$ cat config.mk
export PLATFORM = sky130hd
export DESIGN_NAME = data_mem_arbiter
export DESIGN_NICKNAME = d
export VERILOG_FILES = /design/src/rtl/data_mem_arbiter.sv
export SDC_FILE = /design/constraint.sdc
export NUM_CORES = 1
export LEC_CHECK = 0
export CAP_MARGIN = 0
export CORE_AREA = 4 4 123 125
export CTS_BUF_LIST = sky130_fd_sc_hd__clkbuf_16
export DETAILED_ROUTE_END_ITERATION = 8
export DIE_AREA = 0 0 127 129
export PLACE_DENSITY_LB_ADDON = 0.3
export REMOVE_ABC_BUFFERS = 1
export SETUP_SLACK_MARGIN = 0.15
export SKIP_LAST_GASP = 1
export SYNTH_ARGS = -nofsm -noshare
export SYNTH_HDL_FRONTEND = slang
export SYNTH_SLANG_ARGS = --single-unit
export TNS_END_PERCENT = 5
$ cat constraint.sdc
create_clock -name clk_i -period 2 [get_ports clk_i]
set_input_delay 0.4 -clock clk_i [delete_from_list [all_inputs] [get_ports clk_i]]
set_output_delay 0.4 -clock clk_i [all_outputs]
set_load 0.02 [all_outputs]
$ cat src/rtl/data_mem_arbiter.sv
// Round-robin arbiter placing the load/store unit (port 0) and the debug/DMA master (port 1)
// in front of a single-port byte-strobed data memory with a one-cycle registered read.
module data_mem_arbiter #(
   parameter int ADDR_WIDTH    = 32,
   parameter int DATA_WIDTH    = 32,
   parameter int ERR_CNT_WIDTH = 8
) (
   input  logic                     clk_i,
   input  logic                     rst_i,

   input  logic                     m0_req_valid_i,
   output logic                     m0_req_ready_o,
   input  logic [DATA_WIDTH/8-1:0]  m0_req_we_i,
   input  logic [ADDR_WIDTH-1:0]    m0_req_addr_i,
   input  logic [DATA_WIDTH-1:0]    m0_req_wdata_i,
   output logic                     m0_rsp_valid_o,
   output logic [DATA_WIDTH-1:0]    m0_rsp_rdata_o,
   output logic                     m0_rsp_err_o,

   input  logic                     m1_req_valid_i,
   output logic                     m1_req_ready_o,
   input  logic [DATA_WIDTH/8-1:0]  m1_req_we_i,
   input  logic [ADDR_WIDTH-1:0]    m1_req_addr_i,
   input  logic [DATA_WIDTH-1:0]    m1_req_wdata_i,
   output logic                     m1_rsp_valid_o,
   output logic [DATA_WIDTH-1:0]    m1_rsp_rdata_o,
   output logic                     m1_rsp_err_o,

   output logic                     mem_en_o,
   output logic [DATA_WIDTH/8-1:0]  mem_we_o,
   output logic [ADDR_WIDTH-1:0]    mem_addr_o,
   output logic [DATA_WIDTH-1:0]    mem_wdata_o,
   input  logic [DATA_WIDTH-1:0]    mem_rdata_i,

   output logic [ERR_CNT_WIDTH-1:0] err_cnt_o
);

   localparam int STRB_WIDTH = DATA_WIDTH / 8;

   typedef enum logic [1:0] {
      OWN_NONE = 2'd0,
      OWN_P0   = 2'd1,
      OWN_P1   = 2'd2
   } owner_e;

   logic                     rr_last_q;
   logic                     rsp_valid0_q;
   logic                     rsp_valid1_q;
   logic                     rsp_err0_q;
   logic                     rsp_err1_q;
   owner_e                   rd_owner_q;
   logic [ERR_CNT_WIDTH-1:0] err_cnt_q;

   logic                     grant0;
   logic                     grant1;
   logic                     accept;
   logic                     sel1;
   logic [STRB_WIDTH-1:0]    sel_we;
   logic [ADDR_WIDTH-1:0]    sel_addr;
   logic [DATA_WIDTH-1:0]    sel_wdata;
   logic                     legal;
   logic                     issue;
   owner_e                   rd_owner_d;
   logic [ERR_CNT_WIDTH-1:0] err_cnt_d;

   // Only whole words, aligned halfwords and single bytes are supported by the memory.
   function automatic logic is_legal(input logic [STRB_WIDTH-1:0] we, input logic [1:0] lsb);
      logic ok;
      ok = 1'b0;
      if (we == STRB_WIDTH'(4'b0000) || we == STRB_WIDTH'(4'b1111)) begin
         ok = (lsb == 2'b00);
      end else if (we == STRB_WIDTH'(4'b0011)) begin
         ok = (lsb[0] == 1'b0);
      end else if (we == STRB_WIDTH'(4'b0001)) begin
         ok = 1'b1;
      end
      return ok;
   endfunction

   // rr_last_q = 1 means port 1 won last, so port 0 takes the next contended cycle.
   assign grant0 = m0_req_valid_i & (~m1_req_valid_i | rr_last_q);
   assign grant1 = m1_req_valid_i & (~m0_req_valid_i | ~rr_last_q);

   assign m0_req_ready_o = grant0 & ~rst_i;
   assign m1_req_ready_o = grant1 & ~rst_i;

   assign accept    = m0_req_ready_o | m1_req_ready_o;
   assign sel1      = m1_req_ready_o;
   assign sel_we    = sel1 ? m1_req_we_i    : m0_req_we_i;
   assign sel_addr  = sel1 ? m1_req_addr_i  : m0_req_addr_i;
   assign sel_wdata = sel1 ? m1_req_wdata_i : m0_req_wdata_i;
   assign legal     = is_legal(sel_we, sel_addr[1:0]);
   assign issue     = accept & legal;

   assign mem_en_o    = issue;
   assign mem_we_o    = issue ? sel_we    : '0;
   assign mem_addr_o  = issue ? sel_addr  : '0;
   assign mem_wdata_o = issue ? sel_wdata : '0;

   always_comb begin
      rd_owner_d = OWN_NONE;
      if (issue && sel_we == '0) begin
         rd_owner_d = sel1 ? OWN_P1 : OWN_P0;
      end
      err_cnt_d = err_cnt_q;
      if (accept && !legal && err_cnt_q != '1) begin
         err_cnt_d = err_cnt_q + 1'b1;
      end
   end

   always_ff @(posedge clk_i or posedge rst_i) begin
      if (rst_i) begin
         rr_last_q    <= 1'b1;
         rsp_valid0_q <= 1'b0;
         rsp_valid1_q <= 1'b0;
         rsp_err0_q   <= 1'b0;
         rsp_err1_q   <= 1'b0;
         rd_owner_q   <= OWN_NONE;
         err_cnt_q    <= '0;
      end else begin
         rsp_valid0_q <= m0_req_ready_o;
         rsp_valid1_q <= m1_req_ready_o;
         rsp_err0_q   <= m0_req_ready_o & ~legal;
         rsp_err1_q   <= m1_req_ready_o & ~legal;
         rd_owner_q   <= rd_owner_d;
         err_cnt_q    <= err_cnt_d;
         if (accept) begin
            rr_last_q <= sel1;
         end
      end
   end

   // Memory read data arrives the cycle after issue, which is exactly when the response pulses.
   assign m0_rsp_valid_o = rsp_valid0_q;
   assign m1_rsp_valid_o = rsp_valid1_q;
   assign m0_rsp_err_o   = rsp_err0_q;
   assign m1_rsp_err_o   = rsp_err1_q;
   assign m0_rsp_rdata_o = (rd_owner_q == OWN_P0) ? mem_rdata_i : '0;
   assign m1_rsp_rdata_o = (rd_owner_q == OWN_P1) ? mem_rdata_i : '0;
   assign err_cnt_o      = err_cnt_q;

endmodule

==> impl_results.md, run 1 <==
* Status: finished, violations left
* Failing checks: setup timing
* Post-synthesis xor/xnor area fraction at 2.700%
* Sw Ratio at 35.79%
* Nets at 893
* Drt total wl at 15110 um
* Crit path max fanout at 5
* Slew Viols, Final at 0
* Starting Density at 16.36%
* Total number of vias at 3889
* Reg2reg setup slack at 80 ps
* Share of layout cells above drive strength 1 at 26.43%
* Area Growth Syn to Fin at 184.1%
* Detailed Place HPWL at 12080 um
* Cts hold-fix bufs at 0
* Chip Height at 129 um
* Synth Area per Inst at 6.121 sq um
* Predominant post-synthesis flop cell: dfrtp_1
* Final GP Congestion at 0.9023
* Commonest non-fill, non-tap cell in the layout: clkdlybuf4s50_1
* CP startpoint kind: flip-flop
* Clock root cell: clkbuf_16
* Clock power share at 18.0%
* Crit path capture type: output port
* Combinational fraction of design power at 59.5%
* Initial DRC Count at 105
* Initial antenna violation count at 0
* First-pass GRT wire length at 21890 um
* Largest family of logic cells by synthesized area: simple AND/OR/NAND/NOR gates
* Row cnt at 43
* Antenna diodes at 0
* DRT antenna net count at 0
* CORE AREA at 0.01388 sq mm
* Count of cell types in the netlist at 31
* Flop pwr share at 22.5%
* Compound-gate portion of the synthesized area at 23.91%
* H-tree levels at 1
* Final Hold Violating Endpoints at 0
* Clk Latency, worst-skew pair at 240 ps
* Fin crit period at 2520 ps
* All-Layer GR Usage at 16.68%
* # DRC at 0
* Worst setup margin at -519.9 ps
* Synth top area cells: nand2_1 (23%), and2_1 (18%), dfrtp_1 (15%)
* Synthesized instance count at 371
* Max Freq at 396.8 MHz
* Reg2reg start: rr_last_q
* Max-cap violations at 0
* FF-to-FF End: err_cnt_o[1]
* Final setup viols at 135
* Cts bufs inserted at 3
* Synthesized area at 0.002271 sq mm
* Adder-cell area share of the yosys netlist at 0.5510%
* Post-synthesis simple-gate area fraction at 49.37%
* CTS tree: built
* Most frequent cells in the layout: clkdlybuf4s50_1 (234), nand2_1 (136), and2_1 (65)
* Slew headroom at 75.24%
* Synth top area share at 22.64%
* Critical Path RT at 1600 ps
* Pleak at 2.730 nW
* Final worst-path cycle share at 126.0%
* Multiplexer area fraction after synthesis at 0.4959%
* Post-synth ARST share at 100.0%
* Pin count of the biggest net entering global routing at 53
* TritonCTS sink count at 15
* Worst Hold Class: in -> async
* Largest area contributor in the netlist: nand2_1
* Io pins at 319
* Worst vdd ir at 317.5 uV
* Grt total ovfl at 0
* Longest Clk Path Bufs at 2
* Crit Path Class: reg -> out
* Total power at 0.002073 W
* NetSw at 0.0007421 W
* Warning count from the yosys run at 0
* R2R cell count at 7
* Worst EP arrival at 2120 ps
* RSZ-0062 raised after global routing: true
* Clock slew at reported path FFs at 50 ps
* Die X at 127 um
* Internal at 0.001331 W
* Routed length per placed instance at 16.80 um
* Worst Tran Pin Value at 366.2 ps
* Via density at 4.326
* Synthesis-stage register bit count at 15
* DRT Pass-1 Iters at 6
* Vias in the first global route at 4060
* Post-synth EDFFs at 0
* Sequential fraction of the synthesis area at 16.58%
* Die area at 0.01638 sq mm
* Layout Skew at 0.2148 ps
* Number of port buffers at 318
* Post-layout util at 46.48%
* Pwr Density at 321.3 mW/mm^2
-- power groups by stage --
stage | registers [W] | logic (W) | clock network (W)
2_1_floorplan | 0.000565 | 0.000307 | 0
3_3_place_gp | 0.000467 | 0.00113 | 0
3_5_place_dp | 0.000471 | 0.00115 | 0
4_1_cts | 0.000465 | 0.00121 | 0.000379
5_1_grt | 0.000479 | 0.00132 | 0.000399
6_report | 0.000466 | 0.00123 | 0.000373
-- worst max-delay path by stage --
stage / start / to / cells past startpoint
2_1_floorplan: rr_last_q / mem_addr_o[0] / 6
3_3_place_gp: m0_req_we_i[2] / mem_addr_o[31] / 8
3_5_place_dp: m0_req_we_i[2] / mem_addr_o[31] / 8
4_1_cts: rr_last_q / mem_addr_o[19] / 10
5_1_grt: rr_last_q / mem_addr_o[2] / 10
6_report: rr_last_q / mem_wdata_o[1] / 10
-- metal layers --
layer	part of all wire, %	vias up	global-route usage (%)
met5	0	-	0
met4	2.2	0	3.722
met3	11	18	6.310
met2	55	216	34.28
met1	32	1754	15.36
li1	-	1901	-
-- cell usage after synthesis, drive strengths merged (2+ instances only) --
master / number
nor4: 2
nand2: 138
nand4: 3
clkbuf: 22
inv: 5
nor2: 10
xor2: 7
a21oi: 69
o211ai: 2
nand3: 3
and2: 65
nor2b: 6
nor3: 3
buf: 5
o21bai: 3
dfrtp: 14
and3: 2
nor4b: 3
-- cell families (layout without fill, tap and decap cells) --
| kind of cell | count (synthesis) | after routing |
|---|---|---|
| multiplexers | 1 | 1 |
| flip-flops | 15 | 15 |
| adder cells (fa/ha/maj) | 1 | 1 |
| XOR/XNOR | 7 | 7 |
| AND/OR/NAND/NOR | 237 | 237 |
| AO/OA/AOI/OAI | 78 | 78 |
| buffers and inverters | 32 | 380 |
-- critical path, cell delays in order, from the launching register on --
cell and delay, ps:
dfstp_2 540, nand2_2 60, nand2_2 80, inv_2 50, o32ai_4 300, nand2b_4 130, buf_12 150, buf_12 140
buf_16 140, a21oi_2 120, buf_4 160
-- area by class of cell --
type	instances	area (sq um)
Tap cell	180	225.2
Inverter	5	18.77
Clock inverter	1	3.754
Timing Repair Buffer	371	3750
Sequential cell	15	376.6
Fill cell	1370	7428
Multi-Input combinational cell	324	2003
Clock buffer	3	75.07
-- repair_timing --
action                                  4_1_cts  5_1_grt
endpoints found under the setup margin      144      139
resized for setup                           275       77
cloned                                        8        1
pin swaps                                     5        1
setup buffers                                 8        0
-- registers in the layout (all words and copies together) (netlist names) --
signal	cells
m1_rsp_valid_o	1
m1_rsp_err_o	1
rr_last_q	1
err_cnt_o	8
m0_rsp_valid_o	1
m0_rsp_err_o	1
rd_owner_q	2
-- per-stage QoR --
step                      setup slack (ps)  setup TNS, ps  std cells  area [sq um]  hold WS (ps)
after floorplan                      -2109        -146510        344          2145         317.1
after global placement               -1154         -73180        878          5866         492.0
after detailed placement             -1145         -73900        878          5866         504.6
after CTS                           -493.6         -41130        898          6228         390.4
after global routing                -603.1         -54020        899          6452         414.6
final                               -519.9         -40790        899          6452         387.1
(Power assumes the default switching activity.)
==> run 2, diff against run 1 <==
--- a/config.mk
+++ b/config.mk
@@ -5,14 +5,15 @@
 export SDC_FILE = /design/constraint.sdc
 export NUM_CORES = 1
 export LEC_CHECK = 0
-export CAP_MARGIN = 0
+export CAP_MARGIN = 20
 export CORE_AREA = 4 4 123 125
 export CTS_BUF_LIST = sky130_fd_sc_hd__clkbuf_16
 export DETAILED_ROUTE_END_ITERATION = 8
 export DIE_AREA = 0 0 127 129
-export PLACE_DENSITY_LB_ADDON = 0.3
+export PLACE_DENSITY = 0.66
 export REMOVE_ABC_BUFFERS = 1
 export SETUP_SLACK_MARGIN = 0.15
+export SKIP_CTS_REPAIR_TIMING = 1
 export SKIP_LAST_GASP = 1
 export SYNTH_ARGS = -nofsm -noshare
 export SYNTH_HDL_FRONTEND = slang
==> impl_results.md, run 2 (same netlist as run 1, synthesis figures left out) <==
* Pleak at 2.872 nW (+5.2%)
* Initial antenna violation count at 4 (+4)
* Sw Ratio at 35.17% (-0.62 points)
* Reg2reg setup slack at 150 ps (+70 ps)
* Crit path capture type: output port
* Worst vdd ir at 341.8 uV (+7.7%)
* Max-cap violations at 0 (unchanged)
* NetSw at 0.0007113 W (-4.1%)
* Chip Height at 129 um (unchanged)
* Share of layout cells above drive strength 1 at 23.04% (-3.4 points)
* Row cnt at 43 (unchanged)
* Pin count of the biggest net entering global routing at 40 (-25%)
* Nets at 890 (-0.34%)
* Final worst-path cycle share at 123.7% (-2.3 points)
* Clock power share at 18.2% (+0.2 points)
* Slew Viols, Final at 0 (unchanged)
* Crit path max fanout at 5 (unchanged)
* Max FFs per register at 8 (unchanged)
* Most frequent cells in the layout: clkdlybuf4s50_1 (232), nand2_1 (136), and2_1 (65)
* Clock slew at reported path FFs at 50 ps (about the same)
* Post-layout util at 43.86% (-2.6 points)
* Fin crit period at 2473 ps (-46.43 ps)
* GR Util met2 at 29.95% (-4.3 points)
* Area Growth Syn to Fin at 168.1%
* Number of port buffers at 318 (unchanged)
* GR Util met1 at 16.35% (+1.0 points)
* Vias in the first global route at 3892 (-4.1%)
* Longest Clk Path Bufs at 2 (unchanged)
* Initial DRC Count at 97 (-7.6%)
* Worst setup margin at -473.5 ps (+46.43 ps)
* TritonCTS sink count at 15 (unchanged)
* Max Freq at 404.3 MHz (+1.9%)
* Commonest non-fill, non-tap cell in the layout: clkdlybuf4s50_1
* Worst Tran Pin Value at 365.9 ps (-0.2983 ps)
* Final setup viols at 134 (-0.74%)
* Io pins at 319 (unchanged)
* Routed length per placed instance at 16.44 um (-2.2%)
* Drt total wl at 14780 um (-2.2%)
* Clock root cell: clkbuf_16
* Critical Path RT at 1600 ps (about the same)
* H-tree levels at 1 (unchanged)
* Combinational fraction of design power at 58.7% (-0.8 points)
* Worst Hold Class: in -> async
* Met3 Use GR at 5.812% (-0.50 points)
* RSZ-0062 raised after global routing: true
* Worst EP arrival at 2070 ps (-50 ps)
* Fillers at 1384 (+1.0%)
* All-Layer GR Usage at 15.80% (-0.88 points)
* Detailed Place HPWL at 12260 um (+1.5%)
* Clk Latency, worst-skew pair at 240 ps (about the same)
* Internal at 0.001311 W (-1.5%)
* Slew headroom at 75.26% (about the same)
* Grt total ovfl at 0 (unchanged)
* Starting Density at 16.36% (unchanged)
* Layout Skew at 2.646 ps (+2.431 ps)
* DRT Pass-1 Iters at 4 (-2)
* CP startpoint kind: flip-flop
* # DRC at 0 (unchanged)
* CORE AREA at 0.01388 sq mm (unchanged)
* Via density at 4.394 (+1.6%)
* Final Hold Violating Endpoints at 0 (unchanged)
* Crit Path Class: reg -> out
* Die X at 127 um (unchanged)
* Cts bufs inserted at 3 (unchanged)
* GR peak layer: met2
* Status: finished, violations left
* CTS tree: built
* DRT antenna net count at 0 (unchanged)
* First-pass GRT wire length at 20910 um (-4.5%)
* Die area at 0.01638 sq mm (unchanged)
* Flop pwr share at 23.1% (+0.6 points)
* Final GP Congestion at 0.8778 (-2.7%)
* Failing checks: setup timing
* Pwr Density at 332.2 mW/mm^2 (+3.4%)
* Setup TNS at -35150 ps (+5640 ps)
* Total number of vias at 3950 (+1.6%)
run 2: changes by cell type in the layout (fill, tap and decap cells not counted), moves of 11 or more:
cell	previous run	this run
a21oi_1	12	32
buf_4	58	46
clkbuf_2	2	34
dlymetal6s2s_1	0	23
a21oi_4	15	4
run 2: layout make-up:
class | count | area [sq um] | share of cell area (%)
inverter | 5 | 21.27 | 0.3494
multi-input combinational | 324 | 1841 | 30.23
timing repair buffer | 368 | 3538 | 58.12
clock inverter | 1 | 3.754 | 0.06165
antenna | 3 | 7.507 | 0.1233
sequential | 15 | 376.6 | 6.186
tap | 180 | 225.2 | 3.699
clock buffer | 3 | 75.07 | 1.233
run 2: power by group through the flow:
stage | Clock [W] | Combinational [W] | Sequential, W
floorplan | 0 | 0.000307 | 0.000565
global placement | 0 | 0.00115 | 0.000464
detailed placement | 0 | 0.00117 | 0.000473
CTS | 0.000382 | 0.00118 | 0.000468
global route | 0.000397 | 0.00127 | 0.000480
finish | 0.000369 | 0.00119 | 0.000467
run 2: worst max-delay path, cell delays in order (launching register included):
cell and delay, ps:
dfstp_2 530, nand2_2 60, nand2_2 90, inv_4 50
o32ai_4 310, nand2b_4 170, buf_12 180, buf_8 130
inv_1 60, dlymetal6s2s_1 240
run 2: path summary, 6_finish.rpt:
| path | from | end | depth (start not counted) |
|---|---|---|---|
| min reg2reg | err_cnt_o[7] | err_cnt_o[7] | 1 |
| max reg2reg | rr_last_q | err_cnt_o[1] | 7 |
| min in group clk_i | err_cnt_o[7] | err_cnt_o[7] | 1 |
| max | rr_last_q | mem_en_o | 9 |
| max in group asynchronous | rst_i | rr_last_q | 3 |
| min | rst_i | err_cnt_o[7] | 3 |
run 2: per-stage QoR:
stage / setup WS (ps) / cells / power, W / cell area (sq um) / hold slack [ps]
final: -473.5 / 899 / 0.002023 / 6088 / 252.9
after global routing: -546.6 / 897 / 0.002151 / 6083 / 291.1
after CTS: -1310 / 889 / 0.002026 / 6025 / 506.6
after detailed placement: -1295 / 885 / 0.001643 / 5946 / 504.4
after global placement: -1234 / 885 / 0.001616 / 5946 / 493.4
after floorplan: -2109 / 344 / 0.0008717 / 2145 / 317.1
run 2: metal layers:
layer	vias up	part of all wire, %	wire, um
li1	1900	-	-
met1	1782	35	5144
met2	240	52	7717
met3	24	10	1484
met4	4	2.7	406
met5	-	0.19	28
